`src/rtl/uart_pkg.sv`:
```
// uart_pkg -- definitions shared by the UART receiver and transmitter.
//   CLKS_PER_BIT_DEFAULT : clk cycles per bit (25 MHz / 115200 baud)
//   DATA_BITS            : payload bits per 8N1 frame
//   uart_state_e         : serial FSM state encoding
package uart_pkg;

  localparam int CLKS_PER_BIT_DEFAULT = 217;
  localparam int DATA_BITS            = 8;

  typedef enum logic [1:0] {
    IDLE  = 2'd0,
    START = 2'd1,
    DATA  = 2'd2,
    STOP  = 2'd3
  } uart_state_e;

endpackage

```
`src/rtl/sync_fifo.sv`:
```
// sync_fifo -- single-clock first-word-fall-through FIFO.
// Ports:
//   clk, reset : clock and synchronous active-high reset (pointers/count only)
//   wr, wdata  : push request and data
//   wr_ok      : high when the push in this cycle is accepted
//   rd         : pop request, ignored while empty
//   rdata      : head entry, valid while empty = 0
//   empty/full : occupancy flags
//   count      : number of stored entries (0..DEPTH)
module sync_fifo #(
  parameter int WIDTH = 8,
  parameter int DEPTH = 8
) (
  input  logic                     clk,
  input  logic                     reset,
  input  logic                     wr,
  input  logic [WIDTH-1:0]         wdata,
  output logic                     wr_ok,
  input  logic                     rd,
  output logic [WIDTH-1:0]         rdata,
  output logic                     empty,
  output logic                     full,
  output logic [$clog2(DEPTH):0]   count
);

  localparam int AW    = (DEPTH > 1) ? $clog2(DEPTH) : 1;
  localparam int CNT_W = $clog2(DEPTH) + 1;
  localparam logic [CNT_W-1:0] FULL_COUNT = CNT_W'(DEPTH);

  logic [WIDTH-1:0] mem [DEPTH];

  logic [AW-1:0]    wr_ptr_q, wr_ptr_d;
  logic [AW-1:0]    rd_ptr_q, rd_ptr_d;
  logic [CNT_W-1:0] count_q,  count_d;

  logic do_pop;
  logic do_push;

  assign empty  = (count_q == '0);
  assign full   = (count_q == FULL_COUNT);
  assign count  = count_q;
  assign rdata  = mem[rd_ptr_q];

  // A full FIFO still accepts a push when a pop frees the slot in the same cycle.
  assign do_pop  = rd && !empty;
  assign do_push = wr && (!full || do_pop);
  assign wr_ok   = do_push;

  // Pointers are AW bits wide and DEPTH is a power of two, so they wrap by overflow.
  always_comb begin
    wr_ptr_d = wr_ptr_q;
    rd_ptr_d = rd_ptr_q;
    count_d  = count_q;
    if (do_push) wr_ptr_d = wr_ptr_q + AW'(1);
    if (do_pop)  rd_ptr_d = rd_ptr_q + AW'(1);
    case ({do_push, do_pop})
      2'b10:   count_d = count_q + CNT_W'(1);
      2'b01:   count_d = count_q - CNT_W'(1);
      default: count_d = count_q;
    endcase
  end

  always_ff @(posedge clk) begin
    if (reset) begin
      wr_ptr_q <= '0;
      rd_ptr_q <= '0;
      count_q  <= '0;
    end else begin
      wr_ptr_q <= wr_ptr_d;
      rd_ptr_q <= rd_ptr_d;
      count_q  <= count_d;
    end
  end

  // Storage has no reset: stale contents are unreachable once the pointers clear.
  always_ff @(posedge clk) begin
    if (do_push) mem[wr_ptr_q] <= wdata;
  end

endmodule

```
`src/rtl/uart_rx_fifo.sv`:
```
// uart_rx_fifo -- 8N1 UART receiver feeding a receive FIFO.
// Ports:
//   clk, reset   : clock and synchronous active-high reset
//   uart_in      : asynchronous serial line, idle high
//   rd           : one-cycle pop request
//   q            : FIFO head byte (first-word-fall-through), valid while empty = 0
//   empty, count : FIFO occupancy
//   frame_err    : sticky, a stop bit was sampled low
//   overflow     : sticky, a received byte was dropped because the FIFO was full
//   clr_err      : clears both sticky flags (a simultaneous new error wins)
//   rx_interrupt : one-cycle pulse in the cycle a byte is written into the FIFO
module uart_rx_fifo
  import uart_pkg::*;
#(
  parameter int CLKS_PER_BIT = CLKS_PER_BIT_DEFAULT,
  parameter int DEPTH        = 8
) (
  input  logic                   clk,
  input  logic                   reset,
  input  logic                   uart_in,
  input  logic                   rd,
  output logic [7:0]             q,
  output logic                   empty,
  output logic [$clog2(DEPTH):0] count,
  output logic                   frame_err,
  output logic                   overflow,
  input  logic                   clr_err,
  output logic                   rx_interrupt
);

  localparam int CW = (CLKS_PER_BIT > 2) ? $clog2(CLKS_PER_BIT) : 1;
  localparam logic [CW-1:0] BIT_LOAD  = CW'(CLKS_PER_BIT - 1);
  localparam logic [CW-1:0] HALF_LOAD = CW'(CLKS_PER_BIT / 2 - 1);

  logic sync1_q, sync1_d;
  logic sync2_q, sync2_d;
  logic line_prev_q, line_prev_d;
  logic line;

  uart_state_e    state_q, state_d;
  logic [CW-1:0]  cnt_q, cnt_d;
  logic [2:0]     bit_idx_q, bit_idx_d;
  logic [7:0]     shift_q, shift_d;
  logic           frame_err_q, frame_err_d;
  logic           overflow_q, overflow_d;

  logic push_req;
  logic frame_set;
  logic push_ok;
  logic fifo_full;

  assign line = sync2_q;

  // Two-flop synchronizer plus one delayed copy for falling-edge detection.
  always_comb begin
    sync1_d     = uart_in;
    sync2_d     = sync1_q;
    line_prev_d = sync2_q;
  end

  // Deserializer: START waits half a bit to land mid-bit, then every sample
  // after that is one full bit period later.
  always_comb begin
    state_d   = state_q;
    cnt_d     = cnt_q;
    bit_idx_d = bit_idx_q;
    shift_d   = shift_q;
    push_req  = 1'b0;
    frame_set = 1'b0;
    case (state_q)
      IDLE: begin
        if (!line && line_prev_q) begin
          state_d = START;
          cnt_d   = HALF_LOAD;
        end
      end
      START: begin
        if (cnt_q == '0) begin
          if (!line) begin
            state_d   = DATA;
            cnt_d     = BIT_LOAD;
            bit_idx_d = 3'd0;
          end else begin
            state_d = IDLE;
          end
        end else begin
          cnt_d = cnt_q - CW'(1);
        end
      end
      DATA: begin
        if (cnt_q == '0) begin
          shift_d = {line, shift_q[7:1]};
          cnt_d   = BIT_LOAD;
          if (bit_idx_q == 3'(DATA_BITS - 1)) begin
            state_d = STOP;
          end else begin
            bit_idx_d = bit_idx_q + 3'd1;
          end
        end else begin
          cnt_d = cnt_q - CW'(1);
        end
      end
      STOP: begin
        if (cnt_q == '0) begin
          if (line) push_req  = 1'b1;
          else      frame_set = 1'b1;
          state_d = IDLE;
        end else begin
          cnt_d = cnt_q - CW'(1);
        end
      end
      default: state_d = IDLE;
    endcase
  end

  // Sticky flags: clear first, so a coincident new error overrides clr_err.
  always_comb begin
    frame_err_d = clr_err ? 1'b0 : frame_err_q;
    overflow_d  = clr_err ? 1'b0 : overflow_q;
    if (frame_set)            frame_err_d = 1'b1;
    if (push_req && !push_ok) overflow_d  = 1'b1;
  end

  always_ff @(posedge clk) begin
    if (reset) begin
      sync1_q     <= 1'b1;
      sync2_q     <= 1'b1;
      line_prev_q <= 1'b1;
      state_q     <= IDLE;
      cnt_q       <= '0;
      bit_idx_q   <= '0;
      shift_q     <= '0;
      frame_err_q <= 1'b0;
      overflow_q  <= 1'b0;
    end else begin
      sync1_q     <= sync1_d;
      sync2_q     <= sync2_d;
      line_prev_q <= line_prev_d;
      state_q     <= state_d;
      cnt_q       <= cnt_d;
      bit_idx_q   <= bit_idx_d;
      shift_q     <= shift_d;
      frame_err_q <= frame_err_d;
      overflow_q  <= overflow_d;
    end
  end

  sync_fifo #(
    .WIDTH (8),
    .DEPTH (DEPTH)
  ) u_fifo (
    .clk   (clk),
    .reset (reset),
    .wr    (push_req),
    .wdata (shift_q),
    .wr_ok (push_ok),
    .rd    (rd),
    .rdata (q),
    .empty (empty),
    .full  (fifo_full),
    .count (count)
  );

  assign frame_err    = frame_err_q;
  assign overflow     = overflow_q;
  assign rx_interrupt = push_ok;

endmodule
```
`config.mk`:
```
export PLATFORM = sky130hd
export DESIGN_NAME = uart_rx_fifo
export DESIGN_NICKNAME = d
export VERILOG_FILES = /design/src/rtl/uart_pkg.sv /design/src/rtl/sync_fifo.sv /design/src/rtl/uart_rx_fifo.sv
export SDC_FILE = /design/constraint.sdc
export NUM_CORES = 1
export LEC_CHECK = 0
export BUFFER_PORTS_ARGS = -buffer_cell sky130_fd_sc_hd__buf_4
export CAP_MARGIN = 20
export CORE_MARGIN = 2
export CORE_UTILIZATION = 47
export CTS_CLUSTER_SIZE = 40
export DETAILED_ROUTE_END_ITERATION = 6
export GPL_ROUTABILITY_DRIVEN = 0
export PLACE_DENSITY = 0.63
export SYNTH_ARGS = -nofsm -noshare
export SYNTH_HDL_FRONTEND = slang
export SYNTH_SLANG_ARGS = --single-unit
```
`constraint.sdc`:
```
create_clock -name clk -period 3.4 [get_ports clk]
set_input_delay 0.17 -clock clk [delete_from_list [all_inputs] [get_ports clk]]
set_output_delay 0.17 -clock clk [all_outputs]
set_load 0.02 [all_outputs]
```
* After elaboration in Yosys (flattened, before gate mapping) *
Memories as Yosys holds them, arrays and structs flattened. A register that Yosys moved wholly into a read port is not among the register bits.
Cells that the tools add are included.

operators by class
  $add $sub $neg = 6
  multipliers = 0
  divide/modulo/power cells = 0
  order comparisons = 0
  equal/unequal tests = 16
  shift-type cells = 0
  mux-type cells = 32
  bitwise operators = 0
  reductions and logical operators = 20

operators by type and width
  operator             number
  $mux 8               5
  $pmux 8 s4           1
  $mux 3               6
  $ne 2x2->1 const B   8
  $mux 2               6
  $mux 1               11
  $reduce_and 5->1     2
  $add 3x1->3 const B  3
  $logic_not 8->1      1
  $pmux 2 s4           1
  $pmux 4 s2           1
  $reduce_bool 2->1    4
  $sub 8x1->8 const B  1
  $eq 2x2->1 const B   3
  $pmux 3 s2           1
  $add 4x1->4 const B  1
  $eq 2x1->1 const B   2
  $eq 4x4->1 const B   1
  $logic_and 1x1->1    4
  $logic_not 1->1      4
  $logic_not 4->1      1
  $sub 4x1->4 const B  1
  $eq 3x3->1 const B   1
  $ne 3x3->1 const B   1
  other kinds (4)      4

word-level totals
  register bits = 36
  latch bits = 0
  RAM bits = 64
  memory bits (read-only) = 0
  memories kept = 1

memory list
  name        depth  width  rd ports  clocked after Yosys merged registers in  wr ports  line             RTL
  u_fifo.mem  8      8      1         1                                        1         sync_fifo.sv:30  logic [WIDTH-1:0] mem [DEPTH];

* Longest topological paths before layout *
Gate-level depths: netlist of run 1.

  word-level depth = 8
  depth in mapped cells = 10
  depth with buffers taken out = 9

* Hierarchy *
Synthesis of run 1 repeated with hierarchy kept, for this count alone.

unflattened totals
  cell total of the unflattened synthesis = 334
  area total of the unflattened synthesis = 4560.6 um^2

by module, submodules not included
  module        instances  cells an instance  area each (um^2)
  sync_fifo     1          177                3214.3
  uart_rx_fifo  1          157                1346.3

* Worst setup path before layout of run 1 *
Ideal clock, no wire load.

  path kind = reg-to-reg
  start = register cnt_q[0]
  end = memory u_fifo.mem[0][0] (enable)
  library setup time = 395 ps
  arrival = 2491 ps
  data required time = 3005 ps
  path slack = 514 ps
  cell stages (with the launch flop) = 8
  clock period less this slack = 2886 ps
  cells stage by stage = dfxtp_1 > inv_1 > ha_1 > or4b_1 > buf_2 > nor3_2 > nand2_1 > nor4_1

between the ends
  word-level cells in the longest chain between the ends = 6

RTL lines
  element                       line                 RTL
  start: declaration            uart_rx_fifo.sv:41   logic [CW-1:0] cnt_q, cnt_d;
  start signal: assignment      uart_rx_fifo.sv:140  cnt_q <= cnt_d;
  $logic_not 8->1               uart_rx_fifo.sv:104  if (cnt_q == '0) begin
  $mux 1                        uart_rx_fifo.sv:104
  $mux 1                        uart_rx_fifo.sv:70   case (state_q)
  $logic_and 1x1->1             sync_fifo.sv:46      assign do_push = wr && (!full || do_pop);
  $mux 1                        sync_fifo.sv:77      if (do_push) mem[wr_ptr_q] <= wdata;
  $mux 1 (implied by the code)  sync_fifo.sv:77
  end: declaration              sync_fifo.sv:30

Every way passes these cells.

* Worst setup path in the final report of run 1 *
  start = register cnt_q[0]
  end = register u_fifo.count_q[3], in the netlist u_fifo.count[3]

between the ends
  word-level cells in the longest chain between the ends = 6
  elaborated cells between the ends (all ways) = 8

RTL lines
  element                                                 line                 RTL
  $logic_not 8->1 *                                       uart_rx_fifo.sv:104
  $mux 1 *                                                uart_rx_fifo.sv:104
  $mux 1 *                                                uart_rx_fifo.sv:70
  $logic_and 1x1->1 *                                     sync_fifo.sv:46
  $eq 2x1->1 / $eq 2x2->1 (equally long branches)         sync_fifo.sv:56      case ({do_push, do_pop})
  $pmux 4 s2 / $reduce_bool 2->1 (equally long branches)  -
  end signal: assignment                                  sync_fifo.sv:71      count_q <= count_d;
  end: declaration                                        sync_fifo.sv:34      logic [CNT_W-1:0] count_q, count_d;

Mark *: on every way between the ends. The rest lies on a longest branch, timed or not.
A chain may end at the register's enable or synchronous reset.

==> run_results.csv, run 1 <==
group,metric,value,unit
logic_synthesis,synth_edf_count,64,
setup_path,path_buf_inv,1,
clocking,root_buffer,"clkbuf_8",
sta,max_freq,345.3,MHz
setup_path,worstPathRequired,3.72,ns
logic_synthesis,netlist_area,4434,µm²
logic_synthesis,synth_compound_area_share,8.804,%
clocking,htree_num_levels,3,
detailed_routing,drt-total-wl,8199,µm
sta,slew_headroom,46.14,%
logic_synthesis,synth_fp_nets,353,
floorplanning,rows,35,
placement,place_ws,0.5425,ns
clocking,cts_buffer_depth,2,
logic_synthesis,netlist-cell-type-count,48,
grt,grt_pass1_vias,2706,
sta,period_needed,2.896,ns
grt,grt_pass1_wl,13590,µm
floorplanning,fp.dieH,101.1,µm
clocking,ctsResizeCount,0,
setup_path,endpoint_kind,"flop",
logic_synthesis,synthAdderAreaFrac,3.837,%
cells_and_area,areaGrowthSynthToFinish,11.65,%
setup_path,critPathKind,"reg -> reg",
grt,grt_remaining_overflow,0,
detailed_routing,dr.pass1.iters,4,
floorplanning,die-area,10230,µm²
cells_and_area,nets,382,
setup_path,cpLargestDelayFamily,"compound AO/OA/AOI/OAI gates",
sta,rsz0062_at_grt,"no",
cells_and_area,n_antenna_cell,0,
logic_synthesis,ys_seq_elements,103,
detailed_routing,wl_met1,3675,µm
status,status,"complete, no violations",
logic_synthesis,synthXorXnorAreaFrac,0.5926,%
cells_and_area,drive_gt1_share,23.04,%
pwr,power,2722,µW
logic_synthesis,synthMuxAreaShare,12.08,%
logic_synthesis,yosysSeqAreaShare,60.95,%
floorplanning,initial_core_util,48.22,%
logic_synthesis,async_flop_share,0,%
setup_path,path_cells,"inv_1, ha_1, or4b_1, o31a_1, ha_1, a21o_1, a2111oi_0, mux2i_1, nand3_1",
grt,antenna_found_initial,0,
worst_hold_path,hp-class,"in -> reg",
sta,fin_skew,0.01119,ns
flow_run,cap_viol_max_count,0,
placement,place_hpwl,5415,µm
clocking,postCtsSetupBuffers,0,
detailed_routing,drt_iter0_drc,172,
detailed_routing,drc,0,
sta,fin_tns_setup,0,ns
sta,finalSetupViolCount,0,
setup_path,rrSetupSlack,0.50,ns
setup_path,crit_top_cell,"ha_1",
detailed_routing,wl_met3,290,µm
detailed_routing,ant_nets,0,
sta,post-route-period-util,85.18,%
pwr,p_leak,0.001717,µW
detailed_routing,post_drt_wl_per_cell,17.08,µm
setup_path,slowest_stage,"or4b_1",
detailed_routing,dr_wl_met2,4123,µm
setup_path,arrival,3.21,ns
sta,timing.final.ws_setup,0.5038,ns
logic_synthesis,synth_top_family_by_area,"multiplexers",
logic_synthesis,syn_inst,335,
detailed_routing,vias_per_cell,5.731,
logic_synthesis,yosysWarnings,0,
detailed_routing,routed-via-count,2751,
setup_path,startpoint_type,"flop",
clocking,clk_latency,0.37,ns
clocking,cts_sinks,103,
sta,tightest_slew,0.8058,ns
setup_path,cp_max_fo,6,
floorplanning,core,9196,µm²
setup_path,cpPeakStageDelay,0.58,ns
detailed_routing,top_layer,"met4",
logic_synthesis,synth_flop_cell,"edfxtp_1",
sta,slew_viol_final,0,
logic_synthesis,synth-simple-area-share,11.31,%
clocking,cts_buffers,9,
logic_synthesis,synth_area_per_cell,13.24,µm²
sta,hold_viol_final,0,
pwr,power_density,549.8,nW/µm²
grt,grt_usage,17.44,%
clocking,cts_tree,"built",
pwr,ir_worst_vdd,0.0002289,V
clocking,clk_pin_slew,0.10,ns
cells_and_area,fin_util,53.84,%
placement,port_buffers,20,
grt,grt_max_degree,47,
floorplanning,io_pins,21,
floorplanning,die_x,101.1,µm
[synthesized netlist by cell type (5+ instances only)]
master	number	share of area, %
a211oi_1	5	0.85
o21ai_0	11	1.2
edfxtp_1	64	43
nand2_1	14	1.2
mux2_2	12	3.0
mux4_2	16	8.1
clkbuf_1	12	1.0
nor2_1	24	2.0
a21oi_1	25	2.8
ha_1	12	3.4
nor2b_1	5	0.71
nand2b_1	6	0.85
nand3_1	15	1.7
dfxtp_1	39	18
inv_1	13	1.1
nor3_1	8	0.90
[final cells by class]
class,instances,area (µm²)
clock buffers,9,123.9
clock inverters,7,62.56
fillers,792,4245
inverters,13,48.80
multi-input cells,204,1624
flip-flops and latches,103,2703
well taps,111,138.9
repair buffers,33,250.2
[sequential cells by signal, indices dropped and copies added, names as in the netlist, named ones only]
register	flops
u_fifo.mem	64
cnt_q	8
shift_q	8
u_fifo.count	4
bit_idx_q	3
u_fifo.rd_ptr_q	3
u_fifo.wr_ptr_q	3
frame_err	1
line	1
line_prev_q	1
overflow	1
state_q	1
sync1_q	1
[path summary, 6_finish.rpt]
path | start | to | depth (start not counted)
max | cnt_q[0] | u_fifo.count[3] | 9
min | clr_err | frame_err | 3
max reg2reg | cnt_q[0] | u_fifo.count[3] | 9
min reg2reg | sync1_q | line | 1
[cell usage in the layout, fill, tap and decap left out, types with 2 or more instances in the layout]
master / n
inv_6: 3
nor4_1: 4
nand4b_1: 2
buf_4: 32
a211oi_1: 5
inv_1: 13
inv_8: 2
clkbuf_8: 9
or2_2: 4
nor2b_1: 5
nor2_1: 24
mux4_2: 16
nand2_1: 14
xor2_1: 2
dfxtp_1: 39
mux2_2: 12
o21ai_0: 11
nand2b_1: 6
mux2i_1: 4
or3_1: 3
nand3_1: 15
nand4_1: 3
a21oi_1: 25
ha_1: 12
a2111oi_0: 4
nor3_1: 8
a21o_1: 3
o32ai_1: 2
edfxtp_1: 64
[per-stage QoR]
step	instances	cell area [µm²]	hold WS, ns
final	480	4951	0.06738
after global routing	480	4951	0.07111
after CTS	480	4951	0.04913
after detailed placement	463	4755	0.3605
after global placement	463	4755	0.3596
after floorplan	335	4434	0.2738
[what timing repair did]
item                       CTS  global route
setup endpoints to repair    0             0
hold endpoints to repair     1             0
hold buffers                 1             0
[worst register-to-register path, cell delays in order (launching register included)]
cell and delay (ns):
dfxtp_1 0.33, inv_1 0.09, ha_1 0.20, or4b_1 0.58, o31a_1 0.43, ha_1 0.30
a21o_1 0.20, a2111oi_0 0.46, mux2i_1 0.14, nand3_1 0.10
[report_power, final]
part           internal (µW)  switching (µW)  total [µW]
sequential              1350            45.9        1390
clock                    285             444         729
combinational            259             341         600
total                   1890             831        2720
[kinds of logic after synthesis]
kind of cell / count (synthesis)
AO/OA/AOI/OAI: 61
XOR/XNOR: 3
adder cells (fa/ha/maj): 13
buffers and inverters: 28
flip-flops: 103
multiplexers: 32
AND/OR/NAND/NOR: 95
[layer usage]
metal | vias to the layer above | track usage [%]
met5 | - | 0
met4 | 0 | 6.653
met3 | 10 | 3.451
met2 | 50 | 29.39
met1 | 1351 | 22.40
li1 | 1340 | -
No activity file was read; power rests on OpenSTA's default activity.
==> run 2, diff against run 1 <==
--- a/config.mk
+++ b/config.mk
@@ -7,6 +7,7 @@
 export LEC_CHECK = 0
 export BUFFER_PORTS_ARGS = -buffer_cell sky130_fd_sc_hd__buf_4
 export CAP_MARGIN = 20
+export CORE_ASPECT_RATIO = 1.1
 export CORE_MARGIN = 2
 export CORE_UTILIZATION = 47
 export CTS_CLUSTER_SIZE = 40
==> run 2 against run 1 <==
Effect of this change: sequential cell count did not move; via count fell by 2.4%; worst setup slack improved by 0.084 ns; total power rose by 1.4%; critical path type unchanged; critical endpoint unchanged.
==> run_results.csv, run 2 (synthesis gave the netlist of run 1 again) <==
group,metric,value,unit
flow_run,cap_viol_max_count,0,
setup_path,r2r_end,"u_fifo.count[3]",
cells_and_area,multi_input_area,1624,µm²
sta,max_freq,355.7,MHz
cells_and_area,register_area,2703,µm²
cells_and_area,n_antenna_cell,0,
detailed_routing,drc,0,
detailed_routing,ant_nets,0,
clocking,cts_buffers,9,
cells_and_area,most-common-layout-cells,"edfxtp_1 (64), dfxtp_1 (39), buf_4 (30), a21oi_1 (25), nor2_1 (24)",
grt,grt_pass1_wl,12720,µm
setup_path,rrSetupSlack,0.59,ns
status,status,"complete, no violations",
pwr,p_sw_share,29.02,%
pwr,p_int,1959,µW
setup_path,critPathKind,"reg -> reg",
pwr,p_leak,0.001711,µW
detailed_routing,dr.pass1.iters,4,
setup_path,worstPathRequired,3.70,ns
worst_hold_path,hp-class,"in -> reg",
clocking,root_buffer,"clkbuf_8",
setup_path,reg2reg_from,"cnt_q[0]",
grt,antenna_found_initial,0,
cells_and_area,largest_register_ffs,64,
grt,grt_usage,15.67,%
clocking,clk_pin_slew,0.10,ns
floorplanning,die_x,96.61,µm
sta,tightest_slew,0.8011,ns
setup_path,startpoint_type,"flop",
sta,slew_headroom,46.52,%
floorplanning,fp.dieH,105.9,µm
setup_path,arrival,3.12,ns
setup_path,startpoint,"cnt_q[0]",
detailed_routing,routed-via-count,2685,
placement,place_hpwl,5155,µm
pwr,power_density,556.3,nW/µm²
pwr,power.share.clock,28.1,%
grt,grt_pass1_vias,2555,
clocking,cts_buffer_depth,2,
sta,rsz0062_at_grt,"no",
clocking,cts_tree,"built",
floorplanning,initial_core_util,47.89,%
pwr,switchingPower,801.0,µW
clocking,cts_sinks,103,
sta,period_needed,2.812,ns
worst_hold_path,hold_end,"frame_err",
clocking,postCtsSetupBuffers,0,
cells_and_area,mostFrequentLayoutCell,"edfxtp_1",
pwr,ir_worst_vdd,0.0003626,V
grt,grt_max_degree,47,
detailed_routing,drt_iter0_drc,102,
placement,port_buffers,20,
detailed_routing,drt-total-wl,7703,µm
setup_path,rr_worst_depth,9,
cells_and_area,fillers,795,
cells_and_area,regMostFlops,"u_fifo.mem",
sta,hold_viol_final,0,
sta,finalSetupViolCount,0,
floorplanning,die-area,10230,µm²
floorplanning,rows,37,
placement,place_ws,0.6017,ns
clocking,clk_latency,0.36,ns
floorplanning,core,9259,µm²
sta,holdWs,0.09093,ns
floorplanning,io_pins,21,
detailed_routing,vias_per_cell,5.548,
worst_hold_path,min_path_cells,3,
sta,fin_tns_setup,0,ns
sta,timing.final.ws_setup,0.5883,ns
detailed_routing,post_drt_wl_per_cell,15.92,µm
cells_and_area,top_regs,"u_fifo.mem: 64 flops, cnt_q: 8 flops, shift_q: 8 flops",
sta,fin_skew,0.01256,ns
clocking,ctsResizeCount,0,
sta,slew_viol_final,0,
setup_path,endpoint_kind,"flop",
cells_and_area,drive_gt1_share,22.34,%
cells_and_area,nets,380,
grt,grt_remaining_overflow,0,
cells_and_area,areaGrowthSynthToFinish,11.88,%
pwr,p_comb_share,21.5,%
clocking,postCtsHoldBufs,1,
sta,post-route-period-util,82.70,%
pwr,seqPwrFrac,50.5,%
setup_path,cp_max_fo,6,
clocking,htree_num_levels,3,
worst_hold_path,min_from,"clr_err",
## run 2: cell types whose count changed in the layout (fill, tap and decap cells not counted), sizes merged
cell    change
bufinv      +1
clkbuf      +1
buf         -2
inv         -2
## run 2: worst max path at each step
stage	end	slack [ns]	depth (start not counted)
2_1_floorplan	u_fifo.mem[0][0]	0.51	7
3_3_place_gp	u_fifo.count[3]	0.69	9
3_5_place_dp	u_fifo.count[3]	0.60	9
4_1_cts	u_fifo.count[3]	0.58	9
5_1_grt	u_fifo.count[3]	0.32	9
6_report	u_fifo.count[3]	0.59	9
## run 2: critical path: stages, from the launching register on
cell and delay [ns]:
dfxtp_1 0.33, inv_1 0.09, ha_1 0.19, or4b_1 0.57, o31a_1 0.43, ha_1 0.29
a21o_1 0.19, a2111oi_0 0.42, mux2i_1 0.14, nand3_1 0.10
## run 2: metal layers
layer	track usage [%]	share of wire, %	vias up
met3	3.780	2.4	6
met5	0	0	-
met4	5.433	0.99	0
met1	20.38	46	1322
li1	-	-	1331
met2	25.84	50	26
## run 2: per-stage QoR
step           total power, µW  area, µm²  std cells  util (%)
3_3_place_gp              2014       4747        467     51.27
4_1_cts                   2795       4961        484     53.58
6_report                  2760       4961        484     53.58
3_5_place_dp              2020       4747        467     51.27
5_1_grt                   2914       4961        484     53.58
2_1_floorplan             1867       4434        335         -
## run 2: final cells by class
| cell class | count | area share [%] |
|---|---|---|
| multi-input cells | 204 | 32.74 |
| well taps | 117 | 2.951 |
| flip-flops and latches | 103 | 54.48 |
| inverters | 13 | 0.9836 |
| clock inverters | 6 | 1.538 |
| clock buffers | 10 | 2.573 |
| repair buffers | 31 | 4.741 |
## run 2: power groups by stage
| stage | sequential, µW | clock, µW | combinational, µW |
|---|---|---|---|
| after floorplan | 1420 | 0 | 448 |
| after global placement | 1420 | 0 | 593 |
| after detailed placement | 1420 | 0 | 598 |
| after CTS | 1390 | 801 | 601 |
| after global routing | 1400 | 851 | 661 |
| final | 1390 | 774 | 592 |
==> run 3, diff against run 2 <==
--- a/config.mk
+++ b/config.mk
@@ -5,6 +5,7 @@
 export SDC_FILE = /design/constraint.sdc
 export NUM_CORES = 1
 export LEC_CHECK = 0
+export ABC_AREA = 1
 export BUFFER_PORTS_ARGS = -buffer_cell sky130_fd_sc_hd__buf_4
 export CAP_MARGIN = 20
 export CORE_ASPECT_RATIO = 1.1
==> constraint.sdc (replaced) <==
create_clock -name clk -period 2.7 [get_ports clk]
set_input_delay 0.135 -clock clk [delete_from_list [all_inputs] [get_ports clk]]
set_output_delay 0.135 -clock clk [all_outputs]
set_load 0.02 [all_outputs]
==> run 3 against run 2 <==
Effect of this change: synthesized cell count is 36% higher; critical path depth is 6 higher; sequential power is 40% higher; global-route usage is 2.1 points higher; critical endpoint unchanged; largest cell class unchanged; largest power group unchanged.
==> run_results.csv, run 3 <==
group,metric,value,unit
status,status,"complete, no violations",
clocking,root_buffer,"clkbuf_8",
logic_synthesis,yosysTopAreaCell,"edfxtp_1",
clocking,cts_buffers,9,
logic_synthesis,synth_edf_count,64,
pwr,p_leak,0.001948,µW
grt,grt_usage,17.73,%
logic_synthesis,netlist-cell-type-count,31,
flow_run,cap_viol_max_count,0,
clocking,clk_latency,0.37,ns
logic_synthesis,synth_flop_cell,"edfxtp_1",
logic_synthesis,synthXorXnorAreaFrac,0.9867,%
detailed_routing,post_drt_wl_per_cell,14.40,µm
logic_synthesis,synth_area_per_cell,9.711,µm²
cells_and_area,most-common-layout-cells,"nor2_1 (89), nand2_1 (75), edfxtp_1 (64), o21ai_0 (39), dfxtp_1 (39)",
setup_path,endpoint_kind,"flop",
sta,max_freq,439.5,MHz
floorplanning,rows,37,
cells_and_area,drive_gt1_share,12.78,%
logic_synthesis,synth_compound_area_share,11.02,%
sta,slew_viol_final,0,
logic_synthesis,syn_inst,457,
grt,grt_pass1_wl,14530,µm
cells_and_area,largest_register_ffs,64,
sta,slew_headroom,44.57,%
sta,finalSetupViolCount,0,
clocking,htree_num_levels,3,
logic_synthesis,yosysWarnings,0,
grt,grt_pass1_vias,3025,
floorplanning,io_pins,21,
logic_synthesis,synth_top_area_share,43.30,%
setup_path,worstPathRequired,2.97,ns
logic_synthesis,async_flop_share,0,%
cells_and_area,regMostFlops,"u_fifo.mem",
floorplanning,initial_core_util,47.93,%
logic_synthesis,synth_fp_nets,475,
detailed_routing,vias_per_cell,5.230,
clocking,cts_tree,"built",
pwr,ir_worst_vdd,0.0005614,V
logic_synthesis,synth_most_common_cell,"nor2_1",
detailed_routing,drt_iter0_drc,135,
placement,place_hpwl,6091,µm
detailed_routing,drt-total-wl,8786,µm
floorplanning,die-area,10240,µm²
cells_and_area,nets,506,
detailed_routing,ant_nets,0,
logic_synthesis,synthAdderAreaFrac,3.834,%
clocking,clk_pin_slew,0.11,ns
sta,fin_skew,0.01593,ns
placement,port_buffers,20,
cells_and_area,top_regs,"u_fifo.mem: 64 flops, cnt_q: 8 flops, shift_q: 8 flops",
sta,rsz0062_at_grt,"no",
logic_synthesis,yosysSeqAreaShare,60.90,%
sta,post-route-period-util,84.28,%
sta,fin_tns_setup,0,ns
logic_synthesis,ys_seq_elements,103,
detailed_routing,dr.pass1.iters,4,
cells_and_area,n_antenna_cell,0,
detailed_routing,routed-via-count,3190,
cells_and_area,mostFrequentLayoutCell,"nor2_1",
clocking,cts_sinks,103,
detailed_routing,drc,0,
logic_synthesis,synth_area_leaders,"edfxtp_1 (43%), dfxtp_1 (18%), nor2_1 (7.5%)",
clocking,ctsResizeCount,0,
setup_path,cp_max_fo,7,
pwr,power_density,944.7,nW/µm²
floorplanning,die_x,96.65,µm
setup_path,critPathKind,"reg -> reg",
grt,antenna_found_initial,0,
cells_and_area,areaGrowthSynthToFinish,11.98,%
clocking,cts_buffer_depth,2,
grt,grt_max_degree,33,
sta,tightest_slew,0.8306,ns
logic_synthesis,synth_top_family_by_area,"simple AND/OR/NAND/NOR gates",
sta,period_needed,2.275,ns
sta,hold_viol_final,0,
logic_synthesis,netlist_area,4438,µm²
logic_synthesis,synth_commonest_cells,"nor2_1 (89), nand2_1 (75), edfxtp_1 (64)",
floorplanning,fp.dieH,105.9,µm
grt,grt_remaining_overflow,0,
logic_synthesis,synth-simple-area-share,18.61,%
setup_path,arrival,2.55,ns
floorplanning,core,9259,µm²
logic_synthesis,synthMuxAreaShare,0,%
worst_hold_path,hp-class,"in -> reg",
cells_and_area,fin_util,53.68,%
setup_path,startpoint_type,"flop",
## run 3: cell types whose count changed in the layout (fill, tap and decap cells not counted), sizes merged, moves of 5 or more
cell	previous run	this run
nand2b	6	0
o32ai	2	16
nand2	14	79
nor2	24	93
nor2b	5	0
mux2	12	0
mux4	16	0
inv	16	42
o21ai	11	40
a211oi	5	0
## run 3: path summary, 6_finish.rpt
kind                      to  slack, ns  depth (start not counted)     start
max          u_fifo.count[3]       0.42                         15  cnt_q[0]
min                 overflow       0.04                          4   clr_err
max reg2reg  u_fifo.count[3]       0.42                         15  cnt_q[0]
min reg2reg             line       0.42                          1   sync1_q
## run 3: routing by layer
layer / global-route usage [%] / vias up / part of all wire, %
li1: - / 1605 / -
met1: 22.27 / 1505 / 45
met2: 31.10 / 67 / 50
met3: 2.301 / 13 / 3.6
met4: 7.243 / 0 / 1.6
met5: 0 / - / 0
## run 3: cell families after synthesis
kind of cell,Yosys count
AOI/OAI and AO/OA,82
xor gates and xnor gates,5
adders and majority gates,13
buffers and inverters,54
DFF,103
and+or+nand+nor,200
## run 3: layout make-up
type                    count  area [µm²]
fillers                   865        4289
flip-flops and latches    103        2703
multi-input cells         300        1529
repair buffers             34       260.3
inverters                  40       150.1
well taps                 117       146.4
clock buffers              10       127.6
clock inverters             6       53.80
## run 3: through the flow
stage               power (µW)  cells  setup slack, ns  area, µm²  hold WS (ns)
finish                    4695    610           0.4245       4970       0.03777
floorplan                 3321    457           0.4463       4438        0.2041
global placement          3795    592           0.5711       4768        0.3231
CTS                       4734    610           0.4386       4970       0.02415
detailed placement        3838    592           0.4478       4768        0.3260
global route              5048    610           0.2041       4970       0.04289
## run 3: power breakdown
group          switching [µW]  total [µW]  internal [µW]
Clock                     551         901            350
Combinational            1150        1840            692
Sequential                137        1950           1810
Total                    1840        4690           2860
## run 3: repair_timing
action / CTS / global route
hold buffers: 2 / 0
buffers inserted: 0 / 0
setup endpoints to repair: 0 / 0
endpoints found under the hold margin: 5 / 0
## run 3: critical path, cell delays in order, from the launching register on
cell and delay [ns]:
dfxtp_1 0.34, inv_1 0.08, ha_1 0.23, nand2_2 0.12, nor2_4 0.19, nand2_2 0.11, nand2_2 0.11, inv_1 0.07
ha_1 0.26, a21o_1 0.17, a21oi_1 0.17, inv_1 0.06, nand2_1 0.08, nand3_1 0.08, nand2_1 0.07, nor2_1 0.05
